<file path="config.mk">
export PLATFORM = sky130hd
export DESIGN_NAME = vga_frame_monitor
export DESIGN_NICKNAME = d
export VERILOG_FILES = /design/src/rtl/vga_frame_monitor.sv
export SDC_FILE = /design/constraint.sdc
export NUM_CORES = 1
export LEC_CHECK = 0
export BUFFER_PORTS_ARGS = -buffer_cell sky130_fd_sc_hd__buf_4
export CORE_UTILIZATION = 25
export DETAILED_ROUTE_END_ITERATION = 10
export HOLD_SLACK_MARGIN = 0.05
export PLACE_DENSITY = 0.42
export SLEW_MARGIN = 20
export SYNTH_ARGS = -nofsm -noshare
export SYNTH_HDL_FRONTEND = slang
export SYNTH_SLANG_ARGS = --single-unit
</file>
<file path="constraint.sdc">
create_clock -name CLOCK_50 -period 2.8 [get_ports CLOCK_50]
set_clock_uncertainty 0.05 [all_clocks]
set_input_delay 0.56 -clock CLOCK_50 [delete_from_list [all_inputs] [get_ports CLOCK_50]]
set_output_delay 0.56 -clock CLOCK_50 [all_outputs]
set_load 0.1 [all_outputs]
</file>
<file path="src/rtl/vga_frame_monitor.sv">
// Recovers visible-pixel coordinates from a sampled VGA stream and checks frame geometry.
// Outputs are registered one CLOCK_50 edge after the pixel strobe. No backpressure: the consumer must keep up.
module vga_frame_monitor #(
    parameter int H_ACTIVE = 640,
    parameter int V_ACTIVE = 480,
    parameter int XW       = 10,
    parameter int YW       = 10
) (
    input  logic          CLOCK_50,
    input  logic          resetn,
    input  logic          vga_clk,
    input  logic          vga_hs,
    input  logic          vga_vs,
    input  logic          vga_blank,
    input  logic [9:0]    vga_r,
    input  logic [9:0]    vga_g,
    input  logic [9:0]    vga_b,
    output logic          pix_valid,
    output logic [XW-1:0] pix_x,
    output logic [YW-1:0] pix_y,
    output logic [29:0]   pix_rgb,
    output logic          frame_done,
    output logic          locked,
    output logic          err_geom,
    output logic [15:0]   frame_count
);

    typedef enum logic {SEEK, CAPTURE} state_t;

    typedef struct packed {
        logic        clk;
        logic        hs;
        logic        vs;
        logic        blank;
        logic [29:0] rgb;
    } vga_smp_t;

    vga_smp_t s1_q;
    logic     s2_clk_q;

    state_t          state_q, state_d;
    logic [XW-1:0]   x_q, x_d;
    logic [YW-1:0]   y_q, y_d;
    logic            prev_vs_q, prev_vs_d;
    logic            prev_act_q, prev_act_d;
    logic            pix_valid_q, pix_valid_d;
    logic [XW-1:0]   pix_x_q, pix_x_d;
    logic [YW-1:0]   pix_y_q, pix_y_d;
    logic [29:0]     pix_rgb_q, pix_rgb_d;
    logic            frame_done_q, frame_done_d;
    logic            locked_q, locked_d;
    logic            err_geom_q, err_geom_d;
    logic [15:0]     frame_count_q, frame_count_d;

    logic strobe, vs_fall;
    logic unused_hs;

    // HS is sampled alongside the rest of the bus but geometry is derived from blanking alone.
    assign unused_hs = s1_q.hs;
    assign strobe    = s1_q.clk & ~s2_clk_q;
    assign vs_fall   = ~s1_q.vs & prev_vs_q;

    always_comb begin
        state_d       = state_q;
        x_d           = x_q;
        y_d           = y_q;
        prev_vs_d     = prev_vs_q;
        prev_act_d    = prev_act_q;
        pix_valid_d   = 1'b0;
        pix_x_d       = pix_x_q;
        pix_y_d       = pix_y_q;
        pix_rgb_d     = pix_rgb_q;
        frame_done_d  = 1'b0;
        locked_d      = locked_q;
        err_geom_d    = err_geom_q;
        frame_count_d = frame_count_q;
        if (strobe) begin
            prev_vs_d  = s1_q.vs;
            prev_act_d = s1_q.blank;
            if (vs_fall) begin
                if (state_q == CAPTURE) begin
                    if (y_q == YW'(V_ACTIVE)) begin
                        frame_done_d  = 1'b1;
                        frame_count_d = frame_count_q + 16'd1;
                        locked_d      = 1'b1;
                    end else begin
                        err_geom_d = 1'b1;
                        locked_d   = 1'b0;
                    end
                end
                state_d = CAPTURE;
                x_d     = '0;
                y_d     = '0;
            end else if (state_q == CAPTURE && !s1_q.blank && prev_act_q) begin
                if (x_q == XW'(H_ACTIVE)) begin
                    x_d = '0;
                    y_d = y_q + YW'(1);
                end else begin
                    err_geom_d = 1'b1;
                    locked_d   = 1'b0;
                    state_d    = SEEK;
                end
            end
            // The pixel is judged against coordinates already updated by a same-strobe VS edge.
            if (state_d == CAPTURE && s1_q.blank) begin
                if (x_d == XW'(H_ACTIVE) || y_d == YW'(V_ACTIVE)) begin
                    err_geom_d = 1'b1;
                    locked_d   = 1'b0;
                    state_d    = SEEK;
                end else begin
                    pix_valid_d = 1'b1;
                    pix_x_d     = x_d;
                    pix_y_d     = y_d;
                    pix_rgb_d   = s1_q.rgb;
                    x_d         = x_d + XW'(1);
                end
            end
        end
    end

    always_ff @(posedge CLOCK_50 or negedge resetn) begin
        if (!resetn) begin
            s1_q          <= '0;
            s2_clk_q      <= 1'b0;
            state_q       <= SEEK;
            x_q           <= '0;
            y_q           <= '0;
            prev_vs_q     <= 1'b0;
            prev_act_q    <= 1'b0;
            pix_valid_q   <= 1'b0;
            pix_x_q       <= '0;
            pix_y_q       <= '0;
            pix_rgb_q     <= '0;
            frame_done_q  <= 1'b0;
            locked_q      <= 1'b0;
            err_geom_q    <= 1'b0;
            frame_count_q <= '0;
        end else begin
            s1_q          <= '{clk: vga_clk, hs: vga_hs, vs: vga_vs, blank: vga_blank,
                               rgb: {vga_r, vga_g, vga_b}};
            s2_clk_q      <= s1_q.clk;
            state_q       <= state_d;
            x_q           <= x_d;
            y_q           <= y_d;
            prev_vs_q     <= prev_vs_d;
            prev_act_q    <= prev_act_d;
            pix_valid_q   <= pix_valid_d;
            pix_x_q       <= pix_x_d;
            pix_y_q       <= pix_y_d;
            pix_rgb_q     <= pix_rgb_d;
            frame_done_q  <= frame_done_d;
            locked_q      <= locked_d;
            err_geom_q    <= err_geom_d;
            frame_count_q <= frame_count_d;
        end
    end

    assign pix_valid   = pix_valid_q;
    assign pix_x       = pix_x_q;
    assign pix_y       = pix_y_q;
    assign pix_rgb     = pix_rgb_q;
    assign frame_done  = frame_done_q;
    assign locked      = locked_q;
    assign err_geom    = err_geom_q;
    assign frame_count = frame_count_q;

endmodule

</file>
==> results of run 1 <==
-- cell type report --
type | instances | area (um^2)
clock buffers | 18 | 439
clock inverters | 14 | 131
fillers | 2051 | 13500
inverters | 8 | 30.0
multi-input cells | 279 | 2130
flip-flops and latches | 127 | 3180
well taps | 275 | 344
repair buffers | 156 | 1290
-- sequential cells by signal (all words and copies together), names as in the netlist --
| signal | flops |
|---|---|
| state_q | 1 |
| prev_act_q | 1 |
| err_geom | 1 |
| s2_clk_q | 1 |
| frame_count | 16 |
| x_q | 10 |
| pix_x | 10 |
| prev_vs_q | 1 |
| frame_done | 1 |
| y_q | 10 |
| pix_rgb | 30 |
| locked | 1 |
| s1_q | 33 |
| pix_valid | 1 |
| pix_y | 10 |
-- cell families (layout without fill, tap and decap cells) --
group	after synthesis	in the layout	share of synthesized area, %
AND/OR/NAND/NOR	132	132	13.5
flip-flops	127	127	59.2
AO/OA/AOI/OAI	73	73	9.63
multiplexers	39	39	8.58
buffers and inverters	32	196	2.96
XOR/XNOR	30	30	4.90
adder cells (fa/ha/maj)	5	5	1.17
-- worst reg2reg max path, cell delays in order, from the launching register on --
cell	delay, ns
dfrtp_1	0.41
nor4b_4	0.36
nand4_2	0.21
buf_6	0.21
o31a_1	0.31
o21ai_2	0.20
a221oi_4	0.13
nor2_4	0.13
buf_6	0.15
clkbuf_16	0.16
mux2_2	0.33
-- cell usage in the layout, fill, tap and decap left out, drive strengths merged, types with 3 or more instances in the layout --
master and n:
nor2 23, and4 4, xnor2 21, xor2 9, nand2b 3, nor3 5
nor4 8, nor2b 3, nand4 7, buf 154, clkinvlp 4, or4 3
o41ai 10, o31ai 10, inv 13, clkbuf 20, dfrtp 127, o21ai 30
and2 3, or3 4, ha 5, mux2 38, o21a 4, a21oi 8
clkinv 4, and3 6, nand2 42, nand3 13
-- layer usage --
layer | wire length [um] | global-route usage (%) | part of all wire (%)
met1 | 6070 | 16.1 | 45
met2 | 6680 | 20.2 | 50
met3 | 570 | 3.50 | 4.2
met4 | 97 | 4.48 | 0.72
met5 | 0 | 0 | 0
-- per-stage QoR --
stage                     util, %  setup WS (ns)  total power, mW
after floorplan                 -         0.0507             4.20
after global placement       32.1        -0.0572             4.81
after detailed placement     32.1        -0.0382             4.83
after CTS                    34.8       0.000103             7.01
after global routing         35.9         -0.112             7.21
final                        35.9         0.0363             6.92
-- how the worst max path moves through the flow --
stage / start / endpoint / cells after the start
finish: x_q[8] / pix_y[9] / 10
global route: x_q[8] / x_q[1] / 10
global placement: x_q[5] / x_q[3] / 9
floorplan: y_q[0] / pix_rgb[18] / 10
CTS: x_q[5] / pix_x[1] / 9
detailed placement: x_q[5] / x_q[3] / 9
-- power by group through the flow --
stage / Clock, mW / Sequential (mW) / Combinational, mW
5_1_grt: 2.30 / 2.28 / 2.64
2_1_floorplan: 0 / 3.86 / 0.343
3_5_place_dp: 0 / 2.27 / 2.56
6_report: 2.12 / 2.24 / 2.55
3_3_place_gp: 0 / 2.26 / 2.54
4_1_cts: 2.20 / 2.25 / 2.56
-- timing repair --
item                       in CTS  in global routing
gates cloned                    0                  3
setup endpoints to repair      26                 63
gates resized for setup         1                 30
pin swaps                       1                 11
setup buffers                   1                  5
==> results.toml, run 1 <==
[run]
max_cap_viol_count = 0

[placement]
placed_area_mm2 = 0.00674
globalplace.congestion = 0.809
port_buffers = 104
dp_cells = 836
dpl.hpwl_um = 9020

[clock_tree]
clock_latency_ns = 0.41
hold_buffers = 0
numCtsBuffers = 17
htreeDepth = 4
cts_sinks = 127
clock-root-buffer = "clkbuf_16"
clk_pin_slew_ns = 0.06
tritoncts = "done"
cts_buffer_depth = 2

[critical_path]
cp.required_ns = 3.04
slowest_delay_ns = 0.41
path_cells = "nor4b_4 -> nand4_2 -> buf_6 -> o31a_1 -> o21ai_2 -> a221oi_4 -> nor2_4 -> buf_6 -> clkbuf_16 -> mux2_2"
cp_data_arrival_time_ns = 3.01
crit_fanout = 8
r2r_cells = 10
critPathTopFamily = "simple AND/OR/NAND/NOR gates"
crit_top_cell = "buf_6"
ff2ff_setup_slack_ns = 0.04
slowest_stage = "dfrtp_1"
r2r-end = "pix_y[9]"
crit-reg2reg-launch = "x_q[8]"
worst-path-buf-inv = 3
crit_type = "reg -> reg"
worstSetupStartpointType = "register"
crit_path_end_kind = "register"

[logic_synthesis]
yosysSeqAreaShare_pct = 59.2
syn_area_per_cell_um2 = 12.2
ys_warn_count = 0
synth_top_area_share_pct = 59.2
synth_cell_types = 52
ys_async_sr_fraction_pct = 100
syn_nets = 479
yosys.area.top_type = "dfrtp_1"
ys_top_cells_by_area = "dfrtp_1, mux2_2, xnor2_1"
synth_common_cells = "dfrtp_1, nand2_1, mux2_2"
synth_most_common_cell = "dfrtp_1"
synth_seq_cells = 127
netlist_area_mm2 = 0.00537
synthCells = 438
synthFlopType = "dfrtp_1"
synth_edf_count = 0

[finish]
drive_gt1_share_pct = 42.0
stdcell_count = 877
fin_area_mm2 = 0.00755
final_net_count = 630
syn2layout_area_growth_pct = 40.7
diodes = 0

[timing]
final-max-slew-violation-count = 0
whs_ns = 0.0706
tns_ns = 0
finalSetupViolCount = 0
slew_headroom_pct = 45.4
rsz0062_at_grt = "yes"
fin_crit_sh_pct = 98.7
hold_violations = 0
fmax_ghz = 0.362
min_period_ns = 2.76
worstMarginPinSlew_ns = 0.810

[route]
final_antenna_net_count = 0
route.detailed.drc = 0
vias = 3936
detail_route.wl_per_cell_um = 15.3
routed_via_density = 4.49
first_pass_iters = 4
first_iter_violations = 152
drt-total-wl_um = 13400

[global_routing]
grt.total_usage_pct = 12.6
grt.overflow.total = 0
grt_max_degree = 51
antenna_found_initial = 0
grt_pass1_wl_um = 21500
first_global_vias = 4088

[floorplan]
num_io_pins = 106
die_w_um = 148
core_mm2 = 0.0210
row_count = 53
die_h_um = 148
start_util_pct = 25.5
die-area_mm2 = 0.0221

[power]
p_sw_share_pct = 43.0
clkPwrFrac_pct = 30.7
p_switching_mw = 2.98
power_density_mw_per_mm2 = 916
leakage_nw = 3.42
power_frac_comb_pct = 36.9
p_int_mw = 3.94
p_seq_share_pct = 32.4
irDropWorstVdd_uv = 629

[outcome]
outcome = "completed"

[hold_path]
hold_class = "in -> async"
Power figures use the tool's default switching activity.
==> inputs of run 2 (changes only) <==
--- a/config.mk
+++ b/config.mk
@@ -6,10 +6,13 @@
 export NUM_CORES = 1
 export LEC_CHECK = 0
 export BUFFER_PORTS_ARGS = -buffer_cell sky130_fd_sc_hd__buf_4
+export CAP_MARGIN = 20
+export CELL_PAD_IN_SITES_DETAIL_PLACEMENT = 0
+export CELL_PAD_IN_SITES_GLOBAL_PLACEMENT = 1
 export CORE_UTILIZATION = 25
 export DETAILED_ROUTE_END_ITERATION = 10
 export HOLD_SLACK_MARGIN = 0.05
-export PLACE_DENSITY = 0.42
+export PLACE_DENSITY = 0.5
 export SLEW_MARGIN = 20
 export SYNTH_ARGS = -nofsm -noshare
 export SYNTH_HDL_FRONTEND = slang
==> run 2 against run 1 <==
Net effect:
- wire length up 0.37%
- fmax up 0.97%
- worst hold slack better by 0.050 ns
- flip-flop and latch count unchanged
- power up 0.14%
- worst setup slack better by 0.026 ns
- critical endpoint is now x_q[1]
- core utilization up 0.35 points
- clock-buffer cell count unchanged
- combinational power about the same
- first-iteration DRC count up 24%
- via count down 0.69%
- largest power group unchanged
==> results.toml, run 2 (same netlist as run 1, synthesis figures left out) <==
[floorplan]
die-area_mm2 = 0.0221
row_count = 53
start_util_pct = 25.5
die_w_um = 148
num_io_pins = 106
die_h_um = 148
core_mm2 = 0.0210

[power]
power.total_mw = 6.93
irDropWorstVdd_uv = 714
p_sw_share_pct = 43.3
clkPwrFrac_pct = 30.6
power_density_mw_per_mm2 = 909
p_seq_share_pct = 32.4
power_frac_comb_pct = 37.0
leakage_nw = 3.42
p_int_mw = 3.93
p_switching_mw = 3.00

[clock_tree]
clk_pin_slew_ns = 0.06
tritoncts = "done"
clock_latency_ns = 0.42
numCtsBuffers = 17
clock-root-buffer = "clkbuf_16"
cts_sinks = 127
htreeDepth = 4
cts_buffer_depth = 2
hold_buffers = 0

[route]
final_antenna_net_count = 0
first_pass_iters = 4
first_iter_violations = 188
drt-total-wl_um = 13500
route.detailed.drc = 0
routed_via_density = 4.43
detail_route.wl_per_cell_um = 15.3
vias = 3909

[timing]
rsz0062_at_grt = "yes"
min_period_ns = 2.74
final-max-slew-violation-count = 0
whs_ns = 0.121
fmax_ghz = 0.365
hold_violations = 0
worstMarginPinSlew_ns = 0.885
finalSetupViolCount = 0
fin_crit_sh_pct = 97.8
slew_headroom_pct = 40.4

[finish]
final_cell_mix = "buf_4, dfrtp_1, nand2_1, mux2_2, o21ai_0"
final_net_count = 635
final_common_cell = "buf_4"
largest_reg_flops = 33
drive_gt1_share_pct = 42.2
diodes = 0
regMostFlops = "s1_q"
syn2layout_area_growth_pct = 42.1

[critical_path]
cp_data_arrival_time_ns = 2.98
worstSetupStartpointType = "register"
crit_type = "reg -> reg"
crit_fanout = 6
cp.required_ns = 3.05
crit_path_end_kind = "register"

[global_routing]
antenna_found_initial = 0
grt.overflow.total = 0
grt_pass1_wl_um = 21300
first_global_vias = 4037
grt.total_usage_pct = 12.7
grt_max_degree = 52

[run]
max_cap_viol_count = 0

[placement]
port_buffers = 104
globalplace.congestion = 0.793
dpl.hpwl_um = 9170

[hold_path]
hold_class = "in -> async"

[outcome]
outcome = "completed"
[run 2: cell types whose count changed in the layout (fill, tap and decap cells not counted), sizes merged]
cell / before / now
buf: 154 / 158
clkbuf: 20 / 21
[run 2: per-stage QoR]
step | instances | util, % | setup slack (ns) | TNS [ns] | cell area [um^2]
3_5_place_dp | 838 | 32.2 | -0.108 | -2.05 | 6770
2_1_floorplan | 438 | - | 0.0507 | 0 | 5370
3_3_place_gp | 838 | 32.2 | -0.0391 | -0.109 | 6770
4_1_cts | 873 | 35.1 | -0.0293 | -0.267 | 7380
6_report | 882 | 36.3 | 0.0628 | 0 | 7620
5_1_grt | 882 | 36.3 | -0.0884 | -1.60 | 7620
[run 2: area by class of cell]
type	count	area (um^2)
fill	2079	13400
sequential	127	3180
multi-input combinational	279	2160
timing repair buffer	161	1350
clock buffer	18	429
tap	275	344
clock inverter	14	134
inverter	8	30.0
[run 2: worst paths after layout]
kind | startpoint | endpoint | slack [ns] | depth (start not counted)
max in group asynchronous | resetn | pix_x[9] | 1.90 | 2
min in group CLOCK_50 | vga_r[1] | s1_q[21] | 0.20 | 1
setup / recovery | x_q[5] | x_q[1] | 0.06 | 10
hold reg to reg | s1_q[33] | s2_clk_q | 0.35 | 0
hold / removal | resetn | frame_count[10] | 0.12 | 1
setup reg to reg | x_q[5] | x_q[1] | 0.06 | 10
[run 2: repair_timing]
| action | 4_1_cts | 5_1_grt |
|---|---|---|
| gates cloned | 0 | 5 |
| setup endpoints to repair | 48 | 56 |
| pin swaps | 2 | 12 |
| buffers inserted | 3 | 6 |
| gates resized for setup | 7 | 18 |
[run 2: routing by layer]
metal  wire length, um  vias up  GRT usage [%]
li1                  -     1884              -
met4               262        0           5.46
met3               565       21           3.77
met5                 0        -              0
met1              6160     1924           15.9
met2              6490       80           20.2
[run 2: critical path: stages, from the launching register on]
cell and delay [ns]:
dfrtp_1 0.40, nor4b_4 0.36, nand4_2 0.20, buf_6 0.20, o31ai_4 0.20, a41oi_2 0.16, a221oi_4 0.38, nor2_4 0.06
buf_12 0.16, clkbuf_16 0.16, a221o_1 0.29
[run 2: power by group through the flow]
stage	logic [mW]	registers [mW]	clock network, mW
2_1_floorplan	0.343	3.86	0
3_3_place_gp	2.54	2.26	0
3_5_place_dp	2.55	2.27	0
4_1_cts	2.56	2.24	2.19
5_1_grt	2.65	2.29	2.28
6_report	2.57	2.24	2.12
==> inputs of run 3 (changes only) <==
--- a/config.mk
+++ b/config.mk
@@ -9,6 +9,7 @@
 export CAP_MARGIN = 20
 export CELL_PAD_IN_SITES_DETAIL_PLACEMENT = 0
 export CELL_PAD_IN_SITES_GLOBAL_PLACEMENT = 1
+export CORE_MARGIN = 2
 export CORE_UTILIZATION = 25
 export DETAILED_ROUTE_END_ITERATION = 10
 export HOLD_SLACK_MARGIN = 0.05
==> run 3 against run 2 <==
Net effect:
- combinational power hardly changed
- non-clock buffer count shrank 11
- clock-buffer cell count unchanged
- sequential share of layout area rose by 1.0 points
- flip-flop and latch count did not move
- core utilization decreased by 0.86 points
- via count grew 0.51%
- critical endpoint is now x_q[3]
==> results.toml, run 3 (same netlist as run 1, synthesis figures left out) <==
[outcome]
outcome = "completed"

[timing]
min_period_ns = 2.74
fin_crit_sh_pct = 98.0
final-max-slew-violation-count = 0
slew_headroom_pct = 49.7
hold_violations = 0
whs_ns = 0.0832
tns_ns = 0
worstMarginPinSlew_ns = 0.754
fmax_ghz = 0.364
finalSetupViolCount = 0
rsz0062_at_grt = "yes"

[finish]
multi_input_area_mm2 = 0.00209
stdcell_count = 871
regArea_mm2 = 0.00318
diodes = 0
final_net_count = 624
final_cell_mix = "buf_4, dfrtp_1, nand2_1, mux2_2, o21ai_0"
final_common_cell = "buf_4"
drive_gt1_share_pct = 40.4
syn2layout_area_growth_pct = 38.7
fin_area_mm2 = 0.00744
regMostFlops = "s1_q"
n_fill_cell = 2094
largest_reg_flops = 33

[floorplan]
core_mm2 = 0.0210
num_io_pins = 106
die_w_um = 150
die-area_mm2 = 0.0226
row_count = 53
die_h_um = 150
start_util_pct = 25.5

[placement]
port_buffers = 104
globalplace.congestion = 0.797
dpl.hpwl_um = 9210
placed_area_mm2 = 0.00675
dp_cells = 837

[global_routing]
grt_max_degree = 45
grt.total_usage_pct = 12.4
grt_pass1_wl_um = 21700
first_global_vias = 4163
antenna_found_initial = 0
grt.overflow.total = 0
use_met3_pct = 2.85
gr-usage-met1_pct = 16.1
grt.busiest_layer = "met2"
use_met2_pct = 20.0

[route]
detail_route.wl_per_cell_um = 15.2
route.detailed.drc = 0
first_pass_iters = 5
first_iter_violations = 219
drt-total-wl_um = 13200
vias = 3929
final_antenna_net_count = 0
routed_via_density = 4.51

[power]
power_density_mw_per_mm2 = 951
leakage_nw = 3.35
power.total_mw = 7.07
irDropWorstVdd_uv = 699

[clock_tree]
hold_buffers = 0
htreeDepth = 4
clock-root-buffer = "clkbuf_16"
tritoncts = "done"
cts_buffer_depth = 2
cts_sinks = 127
clk_pin_slew_ns = 0.06
numCtsBuffers = 17
clock_latency_ns = 0.41

[critical_path]
crit_fanout = 6
worstSetupStartpointType = "register"
worst-path-buf-inv = 2
path_cells = "nor4b_4 -> nand4_2 -> buf_6 -> or3_4 -> nand4bb_1 -> a221oi_4 -> buf_6 -> or3_1 -> a221o_1"
crit-reg2reg-launch = "x_q[5]"
slowest_stage = "dfrtp_1"
crit_top_cell = "buf_6"
ff2ff_setup_slack_ns = 0.06
critPathTopFamily = "simple AND/OR/NAND/NOR gates"
crit_path_end_kind = "register"
crit_type = "reg -> reg"
cp-startpoint = "x_q[5]"
cp.required_ns = 3.04
cp_data_arrival_time_ns = 2.99
slowest_delay_ns = 0.41

[run]
max_cap_viol_count = 0

[hold_path]
hold_class = "in -> async"
[run 3: cell count changes in the layout (fill, tap and decap cells not counted), sizes merged]
cell      previous run  this run
buf                158       150
bufinv               1         3
clkbuf              21        18
clkinv               4         5
clkinvlp             4         2
inv                 13        12
[run 3: worst reg2reg max path: stages (launching register included)]
cell and delay (ns):
dfrtp_1 0.41, nor4b_4 0.35, nand4_2 0.20, buf_6 0.18
or3_4 0.36, nand4bb_1 0.15, a221oi_4 0.11, buf_6 0.15
or3_1 0.34, a221o_1 0.32
[run 3: cell type report]
type                            instances  area share, %
Sequential cell                       127           42.7
Multi-Input combinational cell        279           28.1
Timing Repair Buffer                  150           16.0
Clock buffer                           18           5.77
Tap cell                              275           4.62
Clock inverter                         14           2.42
Inverter                                8          0.404
[run 3: final timing paths]
path / cells past startpoint / to
worst min-delay path: 1 / frame_count[10]
worst min register to register: 0 / s2_clk_q
worst max-delay path: 9 / x_q[3]
worst max register to register: 9 / x_q[3]
min in group CLOCK_50: 1 / s1_q[29]
max in group asynchronous: 2 / x_q[9]
[run 3: per-layer routing]
metal	vias up	wire [um]	share of wire, %
li1	1851	-	-
met1	1982	6000	45
met2	79	6490	49
met3	17	510	3.9
met4	0	220	1.7
met5	-	0	0
[run 3: what timing repair did]
action,4_1_cts,5_1_grt
cloned,1,0
pin swaps,4,5
endpoints found under the setup margin,12,59
gates resized for setup,7,9
buffers inserted,1,0
[run 3: where the power goes]
| group | leakage (nW) | internal [mW] | switching, mW | total [mW] |
|---|---|---|---|---|
| clock | 0.292 | 1.41 | 0.881 | 2.30 |
| combinational | 1.45 | 0.575 | 1.97 | 2.54 |
| sequential | 1.61 | 2.10 | 0.135 | 2.24 |
[run 3: stage by stage]
step | setup WS [ns] | utilization (%)
global route | -0.0618 | 35.4
finish | 0.0559 | 35.4
global placement | -0.0218 | 32.1
CTS | 0.0176 | 35.2
detailed placement | -0.0853 | 32.1
floorplan | 0.0507 | -
